`config.mk`:
```
export PLATFORM = sky130hd
export DESIGN_NAME = zig_sample_collector
export DESIGN_NICKNAME = d
export VERILOG_FILES = /design/src/rtl/zig_sample_collector.sv
export SDC_FILE = /design/constraint.sdc
export NUM_CORES = 1
export LEC_CHECK = 0
export CORE_ASPECT_RATIO = 1.75
export CORE_MARGIN = 3
export CORE_UTILIZATION = 57
export DETAILED_ROUTE_END_ITERATION = 12
export DONT_BUFFER_PORTS = 1
export MAX_ROUTING_LAYER = met4
export PLACE_DENSITY = 0.75
export SETUP_SLACK_MARGIN = 0.4
export SYNTH_ARGS = -nofsm -noshare
export SYNTH_HDL_FRONTEND = slang
export SYNTH_SLANG_ARGS = --single-unit
```
`constraint.sdc`:
```
create_clock -name clk -period 4.2 [get_ports clk]
set_input_delay 0.84 -clock clk [delete_from_list [all_inputs] [get_ports clk]]
set_output_delay 0.84 -clock clk [all_outputs]
set_load 0.005 [all_outputs]
```
`src/rtl/zig_sample_collector.sv`:
```
// rtl/zig_sample_collector.sv - Ziggurat result classifier, tail-loop tracker and sample FIFO
// Accepted samples stream out through a valid/ready FIFO; discarded results request a redraw.
module zig_sample_collector #(
   parameter int DEPTH     = 16,
   parameter int LOG2DEPTH = 4,
   parameter int TAIL_MAX  = 8,
   parameter int CNT_W     = 32
) (
   input  logic                clk,
   input  logic                rst,
   input  logic                res_valid,
   output logic                res_ready,
   input  logic                tail_case,
   input  logic                do_while,
   input  logic                reject,
   input  logic signed [35:0]  value,
   output logic                redraw,
   output logic                out_valid,
   input  logic                out_ready,
   output logic signed [35:0]  out_data,
   output logic [CNT_W-1:0]    acc_cnt,
   output logic [CNT_W-1:0]    rej_cnt,
   output logic                tail_err
);

   localparam int CW   = LOG2DEPTH + 1;
   localparam int TI_W = (TAIL_MAX > 2) ? $clog2(TAIL_MAX) : 1;

   typedef enum logic {NORMAL, TAIL} state_t;

   state_t                state_q, state_d;
   logic [TI_W-1:0]       tail_iter_q, tail_iter_d;
   logic                  redraw_q, redraw_d;
   logic                  tail_err_q, tail_err_d;
   logic [CNT_W-1:0]      acc_cnt_q, acc_cnt_d;
   logic [CNT_W-1:0]      rej_cnt_q, rej_cnt_d;
   logic [LOG2DEPTH-1:0]  wr_ptr_q, wr_ptr_d;
   logic [LOG2DEPTH-1:0]  rd_ptr_q, rd_ptr_d;
   logic [LOG2DEPTH-1:0]  rd_nxt;
   logic [CW-1:0]         count_q, count_d;
   logic signed [35:0]    out_data_q, out_data_d;
   logic signed [35:0]    mem_q [DEPTH];

   logic consume, push, pop, acc_inc, rej_inc;

   assign res_ready = (count_q != CW'(DEPTH));
   assign out_valid = (count_q != '0);
   assign out_data  = out_data_q;
   assign redraw    = redraw_q;
   assign acc_cnt   = acc_cnt_q;
   assign rej_cnt   = rej_cnt_q;
   assign tail_err  = tail_err_q;

   assign consume = res_valid && res_ready;
   assign pop     = out_valid && out_ready;
   assign rd_nxt  = rd_ptr_q + 1'b1;

   always_comb begin
      state_d     = state_q;
      tail_iter_d = tail_iter_q;
      redraw_d    = 1'b0;
      tail_err_d  = tail_err_q;
      push        = 1'b0;
      acc_inc     = 1'b0;
      rej_inc     = 1'b0;
      if (consume) begin
         state_d     = NORMAL;
         tail_iter_d = '0;
         if (state_q == TAIL && !tail_case) begin
            tail_err_d = 1'b1;
            rej_inc    = 1'b1;
            redraw_d   = 1'b1;
         end else if (reject) begin
            rej_inc  = 1'b1;
            redraw_d = 1'b1;
         end else if (tail_case && do_while) begin
            redraw_d = 1'b1;
            // Abort a tail loop that would exceed TAIL_MAX iterations
            if (state_q == TAIL && tail_iter_q == TI_W'(TAIL_MAX - 1)) begin
               tail_err_d = 1'b1;
               rej_inc    = 1'b1;
            end else begin
               state_d     = TAIL;
               tail_iter_d = tail_iter_q + 1'b1;
            end
         end else begin
            push    = 1'b1;
            acc_inc = 1'b1;
         end
      end
   end

   always_comb begin
      acc_cnt_d = acc_cnt_q;
      rej_cnt_d = rej_cnt_q;
      if (acc_inc && acc_cnt_q != {CNT_W{1'b1}}) acc_cnt_d = acc_cnt_q + 1'b1;
      if (rej_inc && rej_cnt_q != {CNT_W{1'b1}}) rej_cnt_d = rej_cnt_q + 1'b1;
   end

   always_comb begin
      wr_ptr_d   = push ? wr_ptr_q + 1'b1 : wr_ptr_q;
      rd_ptr_d   = pop ? rd_nxt : rd_ptr_q;
      count_d    = count_q + CW'(push) - CW'(pop);
      out_data_d = out_data_q;
      // Head register tracks the next head so out_data holds its value once drained
      if (count_d != '0) begin
         if (count_q == '0)
            out_data_d = value;
         else if (pop)
            out_data_d = (count_q == CW'(1)) ? value : mem_q[rd_nxt];
      end
   end

   always_ff @(posedge clk) begin
      if (push) mem_q[wr_ptr_q] <= value;
   end

   always_ff @(posedge clk or posedge rst) begin
      if (rst) begin
         state_q     <= NORMAL;
         tail_iter_q <= '0;
         redraw_q    <= 1'b0;
         tail_err_q  <= 1'b0;
         acc_cnt_q   <= '0;
         rej_cnt_q   <= '0;
         wr_ptr_q    <= '0;
         rd_ptr_q    <= '0;
         count_q     <= '0;
         out_data_q  <= '0;
      end else begin
         state_q     <= state_d;
         tail_iter_q <= tail_iter_d;
         redraw_q    <= redraw_d;
         tail_err_q  <= tail_err_d;
         acc_cnt_q   <= acc_cnt_d;
         rej_cnt_q   <= rej_cnt_d;
         wr_ptr_q    <= wr_ptr_d;
         rd_ptr_q    <= rd_ptr_d;
         count_q     <= count_d;
         out_data_q  <= out_data_d;
      end
   end

endmodule

```
==> results.json <==
{
  "setup.worst_path.end_class": "flip-flop",
  "power_switching_share_pct": 31.0,
  "clk_latency_ns": 0.60,
  "drive_above_1_share_pct": 24.8,
  "grt_max_degree": 75,
  "worst_pin_slew_ns": 1.18,
  "finalHoldViolations": 0,
  "slowest_delay_ns": 0.50,
  "netlist_instances": 1497,
  "viasPerCell": 6.39,
  "fmax_mhz": 267,
  "path_cells": "inv_2 -> ha_4 -> nand2b_4 -> nor3_4 -> nor2b_4 -> ha_1 -> inv_1 -> ha_4 -> fa_1 -> or3b_4 -> a2111oi_4 -> o211ai_4 -> and2_4 -> buf_12 -> a31oi_2",
  "num_io_pins": 147,
  "crit_slowest_cell": "fa_1",
  "nFillCells": 3118,
  "yosysSeqAreaShare_pct": 73.1,
  "gp_congestion": 0.847,
  "cp_num_buf_inv": 3,
  "grt_antenna_before_repair": 0,
  "vdd_drop_max_mv": 0.701,
  "drt_iter0_markers": 1458,
  "finalCritPeriodShare_pct": 89.1,
  "rows": 106,
  "port_buffers": 0,
  "wire_per_inst_um": 27.6,
  "clock_skew_ns": 0.0226,
  "startpoint_type": "flip-flop",
  "dp_hpwl_mm": 36.5,
  "cp.arrival_ns": 4.24,
  "place_inst": 2125,
  "cp_common_cell": "ha_4",
  "dieArea_mm2": 0.0515,
  "cpLargestDelayFamily": "adder cells",
  "cellPowerDensity_mw_per_mm2": 693,
  "grt_pass1_vias": 15161,
  "p_comb_share_pct": 34.3,
  "initial_core_util_pct": 57.8,
  "rsz0062_at_grt": "no",
  "area_growth_pct": 12.9,
  "dr.pass1.iters": 5,
  "dp_slack_ns": -0.264,
  "relSlewSlack_pct": 20.4,
  "cts_root_buf": "clkbuf_16",
  "seqCellArea_mm2": 0.0203,
  "crit_type": "reg -> reg",
  "overflow": 0,
  "h-tree-depth": 2,
  "synthArstFlopShare_pct": 17.1,
  "wirelength_mm": 61.9,
  "seqPwrFrac_pct": 39.2,
  "fin_cells": 2242,
  "utilization_pct": 65.2,
  "syn_avg_cell_area_um2": 18.5,
  "final_nets": 1604,
  "route.detailed.drc": 0,
  "drv_slew": 0,
  "setup_viol": 0,
  "timing.final.ws_setup_ns": 0.459,
  "final_common_cell": "edfxtp_1",
  "p_switching_mw": 6.73,
  "grt_pass1_wl_mm": 93.9,
  "cts_tree": "done",
  "synth_warnings": 0,
  "vias": 14323,
  "layout_common_cells": "576 x edfxtp_1, 144 x mux4_2, 118 x dfrtp_1",
  "ys_types": 47,
  "period_minus_slack_ns": 3.74,
  "cts_buffer_depth": 3,
  "drv_cap": 0,
  "status": "completed",
  "die_h_um": 298,
  "yosys_most_used_dff": "edfxtp_1",
  "grt_usage_pct": 24.8,
  "synth_edf_count": 576,
  "syn-num-nets": 1556,
  "antenna_cells": 0,
  "die_w_um": 173,
  "ant_nets": 0,
  "yosysTopAreaCellShare_pct": 62.4,
  "cp.required_ns": 4.70,
  "core_area_mm2": 0.0480,
  "cts.clk_slew.worst_paths_ns": 0.07,
  "p_int_mw": 15.0,
  "power_frac_clock_pct": 26.5,
  "hp-class": "in -> async",
  "p_leak_nw": 10.3,
  "syn-cell-area_mm2": 0.0277,
  "cts_made_buffers": 58,
  "cts_hold_buf": 0,
  "clock-sinks": 695,
  "synth_seq_cells": 695,
  "ys_top_cells_by_area": "edfxtp_1 62%, mux4_2 12%, dfrtp_1 11%, xnor2_1 1.9%, mux2_2 1.6%",
  "multi_input_area_mm2": 0.00742,
  "yosysTopAreaCell": "edfxtp_1",
  "critPathMaxFanout": 17
}
[through the flow]
| stage | power [mW] | hold slack, ns | area (um^2) | TNS [ns] |
|---|---|---|---|---|
| final | 21.7 | 0.298 | 31300 | 0 |
| after global placement | 15.5 | 0.469 | 29000 | -0.487 |
| after CTS | 21.6 | 0.284 | 31100 | 0 |
| after detailed placement | 15.7 | 0.491 | 29000 | -7.14 |
| after global routing | 22.6 | 0.311 | 31300 | 0 |
| after floorplan | 13.7 | 0.454 | 27800 | 0 |
[final timing paths]
path	startpoint	end	slack [ns]	cells past startpoint
min in group clk	value[20]	mem_q[6][20]$_DFFE_PP_	0.34	0
worst max register to register	count_q[3]$_DFF_PP0_	out_data[35]$_DFFE_PP0P_	0.46	15
worst max-delay path	count_q[3]$_DFF_PP0_	out_data[35]$_DFFE_PP0P_	0.46	15
max in group asynchronous	rst	out_data[35]$_DFFE_PP0P_	2.92	2
worst min-delay path	rst	acc_cnt[28]$_DFFE_PP0P_	0.30	1
worst min register to register	tail_err$_DFFE_PP0P_	tail_err$_DFFE_PP0P_	0.50	1
[area by class of cell]
class,count,area share (%)
Multi-Input combinational cell,708,23.7
Inverter,18,0.236
Clock buffer,82,5.41
Timing Repair Buffer,64,2.11
Tap cell,648,2.59
Clock inverter,27,1.21
Sequential cell,695,64.7
[logic make-up after synthesis]
group / count (synthesis) / synth area share, %
muxes: 220 / 14.6
and+or+nand+nor: 271 / 4.84
adders and majority gates: 16 / 0.749
xor gates and xnor gates: 71 / 2.24
DFF: 695 / 73.1
buffers and inverters: 95 / 1.49
AOI/OAI and AO/OA: 129 / 2.98
[repair_timing]
| item | in CTS | in global routing |
|---|---|---|
| setup buffers | 4 | 2 |
| cloned | 1 | 1 |
| pin swaps | 0 | 4 |
| endpoints found under the setup margin | 36 | 36 |
| resized for setup | 7 | 25 |
[per-layer routing]
| metal | global-route usage (%) | up-vias | share of wire (%) |
|---|---|---|---|
| met3 | 5.19 | 148 | 7.7 |
| met4 | 9.16 | 0 | 3.7 |
| met2 | 43.5 | 698 | 54 |
| met5 | - | - | 0 |
| met1 | 28.3 | 7407 | 35 |
| li1 | - | 6070 | - |
[flip-flops by register name (all words and copies together), names as in the netlist]
signal / flops
rej_cnt: 32
tail_err: 1
redraw: 1
tail_iter_q: 3
out_data: 36
count_q: 5
wr_ptr_q: 4
mem_q: 576
acc_cnt: 32
rd_ptr_q: 4
state_q: 1
[cells in the mapped netlist (5+ instances only)]
| cell type | n |
|---|---|
| a21oi_1 | 43 |
| a31oi_1 | 37 |
| and3_1 | 13 |
| and4_1 | 8 |
| buf_2 | 21 |
| clkbuf_1 | 48 |
| dfrtp_1 | 119 |
| edfxtp_1 | 576 |
| ha_1 | 15 |
| inv_1 | 18 |
| mux2_2 | 39 |
| mux2i_1 | 37 |
| mux4_2 | 144 |
| nand2_1 | 109 |
| nand2b_1 | 5 |
| nand3_1 | 40 |
| nand4_1 | 31 |
| nor2_1 | 26 |
| nor3_1 | 14 |
| nor4_1 | 6 |
| o211ai_1 | 36 |
| xnor2_1 | 60 |
| xor2_1 | 11 |
[power groups by stage]
stage	Clock, mW	Combinational (mW)	Sequential (mW)
2_1_floorplan	0	5.36	8.36
3_3_place_gp	0	6.92	8.61
3_5_place_dp	0	7.11	8.63
4_1_cts	5.84	7.25	8.50
5_1_grt	6.11	7.98	8.55
6_report	5.74	7.45	8.50
Power figures use the tool's default switching activity.
